File: src/rtl/ex_stage.sv
// ex_stage: MIPS execute stage with operand select, 12-way ALU, HI/LO and data-SRAM request.
// Define EX_DIV_EN to build in the iterative 32-cycle div/divu unit that drives stallreq.
module ex_stage (
    input  logic         clk,
    input  logic         rst,
    input  logic [5:0]   stall,
    input  logic [158:0] id_to_ex_bus,
    output logic [75:0]  ex_to_mem_bus,
    output logic [37:0]  ex_to_id_bus,
    output logic         data_sram_en,
    output logic [3:0]   data_sram_wen,
    output logic [31:0]  data_sram_addr,
    output logic [31:0]  data_sram_wdata,
    output logic         stallreq
);
    logic [158:0] r_bus;
    logic [31:0]  r_hi, r_lo;
    logic [31:0]  w_pc, w_inst, w_rdata1, w_rdata2;
    logic [31:0]  w_src1, w_src2, w_imm_sext, w_imm_zext;
    logic [31:0]  w_alu_res, w_sra, w_ex_result;
    logic [11:0]  w_alu_op;
    logic [2:0]   w_sel1;
    logic [3:0]   w_sel2, w_ram_wen;
    logic         w_ram_en, w_rf_we, w_sel_rf_res;
    logic [4:0]   w_rf_waddr;
    logic [5:0]   w_func;
    logic         w_special, w_mfhi, w_mflo, w_mthi, w_mtlo;
    logic         w_div_wr;
    logic [31:0]  w_div_hi, w_div_lo;
    logic         w_unused;

    // stall[2] with stall[3] released means MEM moves on while EX must not: inject a bubble.
    always_ff @(posedge clk) begin
        if (!rst)                       r_bus <= '0;
        else if (stall[2] && !stall[3]) r_bus <= '0;
        else if (!stall[2])             r_bus <= id_to_ex_bus;
    end

    assign {w_pc, w_inst, w_alu_op, w_sel1, w_sel2, w_ram_en, w_ram_wen,
            w_rf_we, w_rf_waddr, w_sel_rf_res, w_rdata1, w_rdata2} = r_bus;

    assign w_func    = w_inst[5:0];
    assign w_special = (w_inst[31:26] == 6'b0);
    assign w_mfhi    = w_special && (w_func == 6'h10);
    assign w_mthi    = w_special && (w_func == 6'h11);
    assign w_mflo    = w_special && (w_func == 6'h12);
    assign w_mtlo    = w_special && (w_func == 6'h13);

    assign w_imm_sext = {{16{w_inst[15]}}, w_inst[15:0]};
    assign w_imm_zext = {16'b0, w_inst[15:0]};
    assign w_src1 = w_sel1[1] ? w_pc :
                    w_sel1[2] ? {27'b0, w_inst[10:6]} : w_rdata1;
    assign w_src2 = w_sel2[1] ? w_imm_sext :
                    w_sel2[2] ? 32'd8 :
                    w_sel2[3] ? w_imm_zext : w_rdata2;

    // Kept as its own net so the arithmetic shift is not demoted to unsigned by the AND-OR below.
    assign w_sra = $signed(w_src2) >>> w_src1[4:0];

    assign w_alu_res =
          ({32{w_alu_op[11]}} & (w_src1 + w_src2))
        | ({32{w_alu_op[10]}} & (w_src1 - w_src2))
        | ({32{w_alu_op[9]}}  & {31'b0, $signed(w_src1) < $signed(w_src2)})
        | ({32{w_alu_op[8]}}  & {31'b0, w_src1 < w_src2})
        | ({32{w_alu_op[7]}}  & (w_src1 & w_src2))
        | ({32{w_alu_op[6]}}  & ~(w_src1 | w_src2))
        | ({32{w_alu_op[5]}}  & (w_src1 | w_src2))
        | ({32{w_alu_op[4]}}  & (w_src1 ^ w_src2))
        | ({32{w_alu_op[3]}}  & (w_src2 << w_src1[4:0]))
        | ({32{w_alu_op[2]}}  & (w_src2 >> w_src1[4:0]))
        | ({32{w_alu_op[1]}}  & w_sra)
        | ({32{w_alu_op[0]}}  & {w_src2[15:0], 16'b0});

    assign w_ex_result = w_mfhi ? r_hi : (w_mflo ? r_lo : w_alu_res);

`ifdef EX_DIV_EN
    typedef enum logic [1:0] {S_IDLE, S_BUSY, S_DONE} div_state_t;

    div_state_t  r_state;
    logic [4:0]  r_cnt;
    logic [31:0] r_quot, r_rem, r_divisor, r_dividend_raw;
    logic        r_neg_q, r_neg_r, r_by_zero;
    logic        w_div_any, w_div_signed;
    logic [32:0] w_rem_shift, w_diff;

    assign w_div_signed = w_special && (w_func == 6'h1A);
    assign w_div_any    = w_div_signed || (w_special && (w_func == 6'h1B));
    assign w_rem_shift  = {r_rem, r_quot[31]};
    assign w_diff       = w_rem_shift - {1'b0, r_divisor};

    // Restoring division on magnitudes; the dividend shifts out of r_quot as quotient bits shift in.
    always_ff @(posedge clk) begin
        if (!rst) begin
            r_state        <= S_IDLE;
            r_cnt          <= '0;
            r_quot         <= '0;
            r_rem          <= '0;
            r_divisor      <= '0;
            r_dividend_raw <= '0;
            r_neg_q        <= 1'b0;
            r_neg_r        <= 1'b0;
            r_by_zero      <= 1'b0;
        end else begin
            case (r_state)
                S_IDLE: begin
                    if (w_div_any) begin
                        r_quot         <= (w_div_signed && w_rdata1[31]) ? -w_rdata1 : w_rdata1;
                        r_divisor      <= (w_div_signed && w_rdata2[31]) ? -w_rdata2 : w_rdata2;
                        r_dividend_raw <= w_rdata1;
                        r_rem          <= '0;
                        r_cnt          <= '0;
                        r_neg_q        <= w_div_signed && (w_rdata1[31] ^ w_rdata2[31]);
                        r_neg_r        <= w_div_signed && w_rdata1[31];
                        r_by_zero      <= (w_rdata2 == 32'b0);
                        r_state        <= S_BUSY;
                    end
                end
                S_BUSY: begin
                    r_rem  <= w_diff[32] ? w_rem_shift[31:0] : w_diff[31:0];
                    r_quot <= {r_quot[30:0], ~w_diff[32]};
                    r_cnt  <= r_cnt + 5'd1;
                    if (r_cnt == 5'd31) r_state <= S_DONE;
                end
                S_DONE:  r_state <= S_IDLE;
                default: r_state <= S_IDLE;
            endcase
        end
    end

    assign w_div_wr = (r_state == S_DONE);
    assign w_div_lo = r_by_zero ? 32'hFFFF_FFFF : (r_neg_q ? -r_quot : r_quot);
    assign w_div_hi = r_by_zero ? r_dividend_raw : (r_neg_r ? -r_rem : r_rem);
    assign stallreq = (r_state == S_BUSY) || ((r_state == S_IDLE) && w_div_any);
`else
    assign w_div_wr = 1'b0;
    assign w_div_lo = '0;
    assign w_div_hi = '0;
    assign stallreq = 1'b0;
`endif

    // A finishing divide wins over mthi/mtlo; those only commit when MEM accepts the instruction.
    always_ff @(posedge clk) begin
        if (!rst) begin
            r_hi <= '0;
            r_lo <= '0;
        end else if (w_div_wr) begin
            r_hi <= w_div_hi;
            r_lo <= w_div_lo;
        end else if (!stall[3]) begin
            if (w_mthi) r_hi <= w_rdata1;
            if (w_mtlo) r_lo <= w_rdata1;
        end
    end

    assign ex_to_mem_bus   = {w_pc, w_ram_en, w_ram_wen, w_sel_rf_res, w_rf_we, w_rf_waddr, w_ex_result};
    assign ex_to_id_bus    = {w_rf_we, w_rf_waddr, w_ex_result};
    assign data_sram_en    = w_ram_en;
    assign data_sram_wen   = w_ram_wen;
    assign data_sram_addr  = w_ex_result;
    assign data_sram_wdata = w_rdata2;

    assign w_unused = ^{stall[5:4], stall[1:0], w_inst[25:16], w_sel1[0], w_sel2[0]};
endmodule
File: config.mk
export PLATFORM = sky130hd
export DESIGN_NAME = ex_stage
export DESIGN_NICKNAME = d
export VERILOG_FILES = /design/src/rtl/ex_stage.sv
export SDC_FILE = /design/constraint.sdc
export NUM_CORES = 1
export LEC_CHECK = 0
export BUFFER_PORTS_ARGS = -buffer_cell sky130_fd_sc_hd__clkbuf_2
export CAP_MARGIN = 10
export CORE_AREA = 2 2 214 216
export CTS_CLUSTER_DIAMETER = 200
export CTS_CLUSTER_SIZE = 8
export DETAILED_ROUTE_END_ITERATION = 8
export DIE_AREA = 0 0 216 218
export PLACE_DENSITY = 0.69
export REMOVE_ABC_BUFFERS = 1
export SLEW_MARGIN = 20
export SYNTH_ARGS = -nofsm -noshare
export SYNTH_HDL_FRONTEND = slang
export SYNTH_SLANG_ARGS = --single-unit
File: constraint.sdc
create_clock -name clk -period 10.5 [get_ports clk]
set_clock_uncertainty 0.1 [all_clocks]
set_input_delay 2.1 -clock clk [delete_from_list [all_inputs] [get_ports clk]]
set_output_delay 2.1 -clock clk [all_outputs]
set_load 0.02 [all_outputs]
==> reports/metrics.cfg, run 1 <==
[final_layout]
layout.cells.non_filler=3221
num-fill-cells=4477
post-route-util_pct=47.78
final_layout_size_suffix_gt1_share_pct=19.31
multiInputGateArea_um2=13220
area.growth.synth_to_final_pct=7.594
layout.nets=2885
regArea_um2=4235

[logic_synthesis]
synth_common_cells=mux2i_1, nand2_1, nor2_1
syn_area_um2=19940
synth.top_cell.area_share_pct=21.19
synth_top_cell_by_area=dfxtp_1
synth_edf_count=0
postSynthCellCount=2550
synthArstFlopShare_pct=0
synthFlopType=dfxtp_1
synth_cell_types=97
ys_seq_area_share_pct=21.19
ys_ff_latch=211
synth.most_common_cell=mux2i_1
syn_avg_cell_area_um2=7.818
yosys-top-cells-area=dfxtp_1, mux2i_1, buf_4, ha_1, nand2_1
yosysWarnings=0

[worst_setup_path]
start_kind=register
critical-path-max-stage-delay_ns=0.75
worstSetupPathType=register to output pin
cp.required_ns=8.30
cp.arrival_ns=6.38
cp_top_family=compound AO/OA/AOI/OAI gates
cp.buffers_inverters=2
crit_slowest_cell=dfxtp_4
crit_chain=nand2b_1 > o21ai_4 > ha_1 > inv_1 > fa_1 > nor2b_1 > o311a_2 > o31ai_2 > a32oi_2 > a2111oi_2 > o21bai_1 > and4_1 > nor4_1 > a32oi_1 > clkbuf_2
critPathMaxFanout=47
cp-end-kind=output pin

[timing]
setup_tns_ns=0
slew_violations=0
post-route-period-util_pct=81.70
hold_violations=0
slew_headroom_pct=24.56
setup_violations=0
finalCriticalPeriod_ns=8.579
rsz0062_at_grt=no
fmax_mhz=116.6
tightest_slew_ns=1.132

[placed_design]
place_inst=3187
numPortBuffers=333
gp_congestion=1.022
dp_hpwl_um=57390

[route]
first_pass_iters=6
drt-total-wl_um=76790
wl_per_cell_um=23.84
drtIter0Drc=1881
viasPerCell=6.148
drcViolationCount=0
num_vias=19800
postRouteAntennaNets=0

[floorplan]
rows=78
die_h_um=218
ios=351
die-area_um2=47090
core_area_um2=44890
initial_core_util_pct=44.41
die_w_um=216

[clocking]
cts-htree-levels=1
clkTransAtPathRegs_ns=0.05
cts_sinks=211
clk_latency_ns=0.56
cts_buffers=30
cts_setup_buffers=0
cts_resized=0
cts_hold_buf=0
cts_tree=yes
root_buffer=clkbuf_16
clock_path_buffers=3

[power]
powerDensity_nw_per_um2=133.1
pwr-share-clk_pct=29.4
cellLeakagePower_nw=9.544
internal_power_mw=1.724
p_switching_mw=1.131
switching_share_pct=39.60
finalPower_mw=2.855
combPwrFrac_pct=39.9
ir_drop_mv=0.1174
seqPwrFrac_pct=30.6

[global_route]
grt_pass1_wl_um=114300
grt_remaining_overflow=0
antenna_found_initial=2
grt.total_usage_pct=31.27
grt_pass1_vias=18360
grt_max_degree=75

[outcome]
run_status=finished, final reports clean

[hold_path]
hold_path.class=register to register

[flow_run]
maxCapViolCount=0

[kinds of logic (layout without fill, tap and decap cells)]
logic type / count (synthesis) / in the layout / share of synthesized area [%]
AO/OA/AOI/OAI: 663 / 663 / 23.93
multiplexers: 331 / 331 / 17.03
buffers and inverters: 453 / 523 / 12.74
adder cells (fa/ha/maj): 99 / 99 / 6.288
other: 1 / 2 / 0.01881
AND/OR/NAND/NOR: 749 / 749 / 16.92
flip-flops: 211 / 211 / 21.19
XOR/XNOR: 43 / 43 / 1.889
[worst reg2reg max path, cell delays in order, from the launching register on]
cell and delay, ns:
dfxtp_1 0.35, nor4b_1 0.48, nand3_1 0.13, nor3b_1 0.45, and2_2 0.87, nand2_1 0.16
a21boi_0 0.21
[path summary, 6_finish.rpt]
kind	to	cells past startpoint	startpoint	slack (ns)
max	ex_to_mem_bus[30]	15	r_bus[81]$_SDFFE_PP0N_	1.92
min	r_hi[6]$_SDFFE_PN0P_	2	r_hi[6]$_SDFFE_PN0P_	0.36
max reg2reg	r_lo[13]$_SDFFE_PN0P_	6	r_bus[97]$_SDFFE_PP0N_	7.65
min reg2reg	r_hi[6]$_SDFFE_PN0P_	2	r_hi[6]$_SDFFE_PN0P_	0.36
[power by group through the flow]
stage	combinational [mW]	sequential [mW]	clock, mW
after detailed placement	1.12	0.890	0
after CTS	1.12	0.873	0.863
final	1.14	0.875	0.840
after global routing	1.21	0.877	0.896
after global placement	1.11	0.888	0
after floorplan	0.701	0.904	0
[metrics by stage]
step           hold WS [ns]  setup slack, ns  area [um^2]
6_report             0.3619            1.921        21450
5_1_grt              0.3751            1.663        21450
4_1_cts              0.3626            1.974        21450
3_5_place_dp         0.3550            2.588        20670
3_3_place_gp         0.3449            2.648        20670
2_1_floorplan        0.3388          -0.7548        17790
[sequential cells by signal, indices dropped and copies added, names as in the netlist]
| name | flops |
|---|---|
| r_hi | 32 |
| r_lo | 32 |
| r_bus | 147 |
[layer usage]
metal | wire (um) | GRT usage [%] | vias up | share of wire, %
met2 | 33740 | 49.67 | 930 | 44
met3 | 5470 | 3.654 | 183 | 7.1
li1 | - | - | 9149 | -
met4 | 4133 | 15.21 | 0 | 5.4
met1 | 33450 | 42.11 | 9541 | 44
met5 | 0 | 0 | - | 0
[cell type report]
type                    instances  share of cell area (%)
multi-input cells            1886                   61.62
clock inverters                 2                  0.1108
repair buffers                386                   9.671
well taps                     600                   3.500
clock buffers                  31                   3.517
inverters                     104                   1.820
flip-flops and latches        211                   19.74
diodes                          1                 0.01167
[layout by cell type, fill, tap and decap left out, types with 53 or more instances in the layout]
cell | Yosys | layout
a21boi_0 | 67 | 67
a21oi_1 | 109 | 109
buf_4 | 163 | 53
clkbuf_2 | 2 | 332
dfxtp_1 | 211 | 204
ha_1 | 97 | 97
inv_1 | 96 | 96
mux2i_1 | 305 | 304
nand2_1 | 279 | 279
nor2_1 | 246 | 246
o21ai_0 | 102 | 101
Power figures use the tool's default switching activity.
==> run 2, diff against run 1 <==
ABC_AREA = 1   (was default)
CORE_AREA = 2 2 213 215   (was 2 2 214 216)
DIE_AREA = 0 0 215 217   (was 0 0 216 218)
clock period = 8.6 ns   (was 10.5 ns; I/O delays follow)
==> run 2 against run 1 <==
Against the previous run:
- synthesized cell count is 35% higher
- design area shrank 0.47%
- worst hold slack worse by 0.0032 ns
- setup slack got worse by 0.69 ns
- combinational power grew 42%
- power increased by 30%
- utilization about the same
- sequential power increased by 20%
- global-route usage grew 2.4 points
- sequential share of layout area rose by 0.052 points
- critical path type unchanged
==> reports/metrics.cfg, run 2 <==
[logic_synthesis]
synthArstFlopShare_pct=0  ; unchanged
ys_ff_latch=211  ; unchanged
synth.top_cell.area_share_pct=21.33  ; was 21.19%
ys_seq_area_share_pct=21.33  ; was 21.19%
syn_area_um2=19800  ; was 19,940 um^2
yosys-top-cells-area=dfxtp_1, nand2_1, nand3_1, a21oi_1, buf_4  ; was dfxtp_1, mux2i_1, buf_4, ha_1, nand2_1
postSynthCellCount=3450  ; was 2,550
synth.most_common_cell=nand2_1  ; was mux2i_1
synth_cell_types=49  ; was 97
synthFlopType=dfxtp_1  ; unchanged
synth_common_cells=nand2_1, nand3_1, a21oi_1  ; was mux2i_1, nand2_1, nor2_1
syn_avg_cell_area_um2=5.739  ; was 7.818 um^2
synth_top_cell_by_area=dfxtp_1  ; unchanged
synth_edf_count=0  ; unchanged
yosysWarnings=0  ; unchanged

[floorplan]
initial_core_util_pct=44.30  ; was 44.41%
die-area_um2=46660  ; was 47,090 um^2
die_h_um=217  ; was 218 um
die_w_um=215  ; was 216 um
core_area_um2=44700  ; was 44,890 um^2
ios=351  ; unchanged
rows=78  ; unchanged

[hold_path]
hold_path.class=register to register  ; unchanged

[final_layout]
layout_commonest_cell=nand2_1  ; was clkbuf_2
largest_reg_flops=147  ; unchanged
final_layout_size_suffix_gt1_share_pct=12.42  ; was 19.31%
area.growth.synth_to_final_pct=7.830  ; was 7.594%
num-fill-cells=5044  ; was 4,477
final_cell_mix=nand2_1, nand3_1, a21oi_1  ; was clkbuf_2, mux2i_1, nand2_1
finalInstanceArea_um2=21350  ; was 21,450 um^2
layout.nets=3777  ; was 2,885
top_regs=r_bus (147), r_hi (32), r_lo (32)  ; unchanged
largest-register=r_bus  ; unchanged
diodes=0  ; was 1

[placed_design]
dp_hpwl_um=61300  ; was 57,390 um
gp_congestion=1.072  ; was 1.022
placed_area_um2=20580  ; was 20,670 um^2
numPortBuffers=333  ; unchanged

[clocking]
clock_path_buffers=3  ; unchanged
cts_tree=yes  ; unchanged
cts_hold_buf=0  ; unchanged
cts_sinks=211  ; unchanged
cts_buffers=30  ; unchanged
clk_latency_ns=0.59  ; was 0.56 ns
cts_setup_buffers=0  ; unchanged
cts_resized=0  ; unchanged
cts-htree-levels=1  ; unchanged
root_buffer=clkbuf_16  ; unchanged
clkTransAtPathRegs_ns=0.05  ; about the same

[timing]
post-route-period-util_pct=85.69
slew_violations=0  ; unchanged
tightest_slew_ns=1.104  ; was 1.132 ns
setup_violations=0  ; unchanged
rsz0062_at_grt=no  ; unchanged
fmax_mhz=135.7
hold_violations=0  ; unchanged
setup_tns_ns=0  ; unchanged
slew_headroom_pct=25.75  ; was 24.56%
finalCriticalPeriod_ns=7.370

[power]
cellLeakagePower_nw=10.95  ; was 9.544 nW
ir_drop_mv=0.1713  ; was 0.1174 mV
powerDensity_nw_per_um2=173.8  ; was 133.1 nW/um^2

[flow_run]
maxCapViolCount=0  ; unchanged

[worst_setup_path]
critPathMaxFanout=15  ; was 47
cp-end-kind=output pin  ; unchanged
start_kind=register  ; unchanged
cp.required_ns=6.78  ; was 8.30 ns
worstSetupPathType=register to output pin  ; unchanged
cp.arrival_ns=5.55  ; was 6.38 ns

[global_route]
grt_max_degree=86  ; was 75
antenna_found_initial=1  ; was 2
grt_remaining_overflow=0  ; unchanged
grt_pass1_wl_um=122400  ; was 114,300 um
grt.total_usage_pct=33.67  ; was 31.27%
grt_pass1_vias=20530  ; was 18,360

[route]
viasPerCell=5.602  ; was 6.148
drcViolationCount=0  ; unchanged
first_pass_iters=7  ; was 6
num_vias=23030  ; was 19,800
drt-total-wl_um=81420  ; was 76,790 um
drtIter0Drc=2967  ; was 1,881
postRouteAntennaNets=0  ; unchanged
wl_per_cell_um=19.81  ; was 23.84 um

[outcome]
run_status=finished, final reports clean  ; unchanged

==> run 2: changes by cell type in the layout (fill, tap and decap cells not counted), moves of 41 or more <==
cell | before | now
a21oi_1 | 109 | 335
inv_1 | 96 | 304
a21boi_0 | 67 | 26
nand2_1 | 279 | 1106
nand3_1 | 48 | 453
mux2i_1 | 304 | 0
a22oi_1 | 45 | 1
==> run 2: critical path, cell delays in order (launching register included) <==
cell	delay (ns)
dfxtp_1	0.36
nor2_2	0.82
nand2_1	0.12
nand3_1	0.53
inv_1	0.10
ha_1	0.44
nor2_1	0.25
inv_1	0.16
nor3_1	0.15
nand2_1	0.07
nand2_1	0.29
nand2_1	0.12
nand2_1	0.21
nand3_1	0.13
nand2_1	0.08
nand2_1	0.05
nand3_1	0.17
nand3_1	0.13
o21ai_1	0.28
nand2_1	0.25
clkbuf_2	0.22
==> run 2: power breakdown <==
part | total [mW] | switching [mW] | leakage (nW) | internal, mW
combinational | 1.62 | 1.18 | 8.85 | 0.440
sequential | 1.05 | 0.0366 | 1.72 | 1.01
clock | 1.04 | 0.437 | 0.377 | 0.606
total | 3.71 | 1.65 | 10.9 | 2.06
==> run 2: per-layer routing <==
metal	vias up	GRT usage, %	wire (um)
met1	10230	45.90	33900
met3	217	5.912	9015
li1	11200	-	-
met4	2	17.10	4607
met2	1380	51.02	33880
met5	-	0	13
==> run 2: final cells by class <==
cell class / count / area [um^2] / share of cell area, %
timing repair buffer: 364 / 1906 / 8.925
clock inverter: 2 / 23.77 / 0.1113
multi-input combinational: 2586 / 12490 / 58.52
sequential: 211 / 4227 / 19.80
clock buffer: 30 / 750.7 / 3.516
tap: 600 / 750.7 / 3.516
inverter: 318 / 1199 / 5.614
==> run 2: logic make-up (layout without fill, tap and decap cells) <==
logic type	count (synthesis)	count (layout)	synth area share, %
buffers and inverters	653	714	15.83
XOR/XNOR	2	2	0.08848
flip-flops	211	211	21.33
AO/OA/AOI/OAI	614	614	17.09
AND/OR/NAND/NOR	1870	1870	39.31
adder cells (fa/ha/maj)	99	99	6.332
other	1	1	0.01894
==> run 2: path summary, 6_finish.rpt <==
path,startpoint,to,slack [ns],cells past startpoint
worst min register to register,r_bus[123]$_SDFFE_PP0N_,r_bus[123]$_SDFFE_PP0N_,0.36,2
worst min-delay path,r_bus[123]$_SDFFE_PP0N_,r_bus[123]$_SDFFE_PP0N_,0.36,2
worst max-delay path,r_bus[79]$_SDFFE_PP0N_,ex_to_id_bus[19],1.23,20
worst max register to register,r_bus[121]$_SDFFE_PP0N_,r_hi[23]$_SDFFE_PN0P_,5.99,9
==> run 2: through the flow <==
| stage | util (%) | power (mW) | cells | setup WS, ns | hold slack (ns) |
|---|---|---|---|---|---|
| floorplan | - | 2.061 | 3115 | -2.662 | 0.3383 |
| detailed placement | 46.03 | 2.639 | 4079 | 2.083 | 0.3542 |
| global route | 47.77 | 3.910 | 4111 | 1.121 | 0.3877 |
| CTS | 47.77 | 3.690 | 4111 | 1.437 | 0.3619 |
| finish | 47.77 | 3.710 | 4111 | 1.230 | 0.3587 |
| global placement | 46.03 | 2.638 | 4079 | 2.089 | 0.3484 |
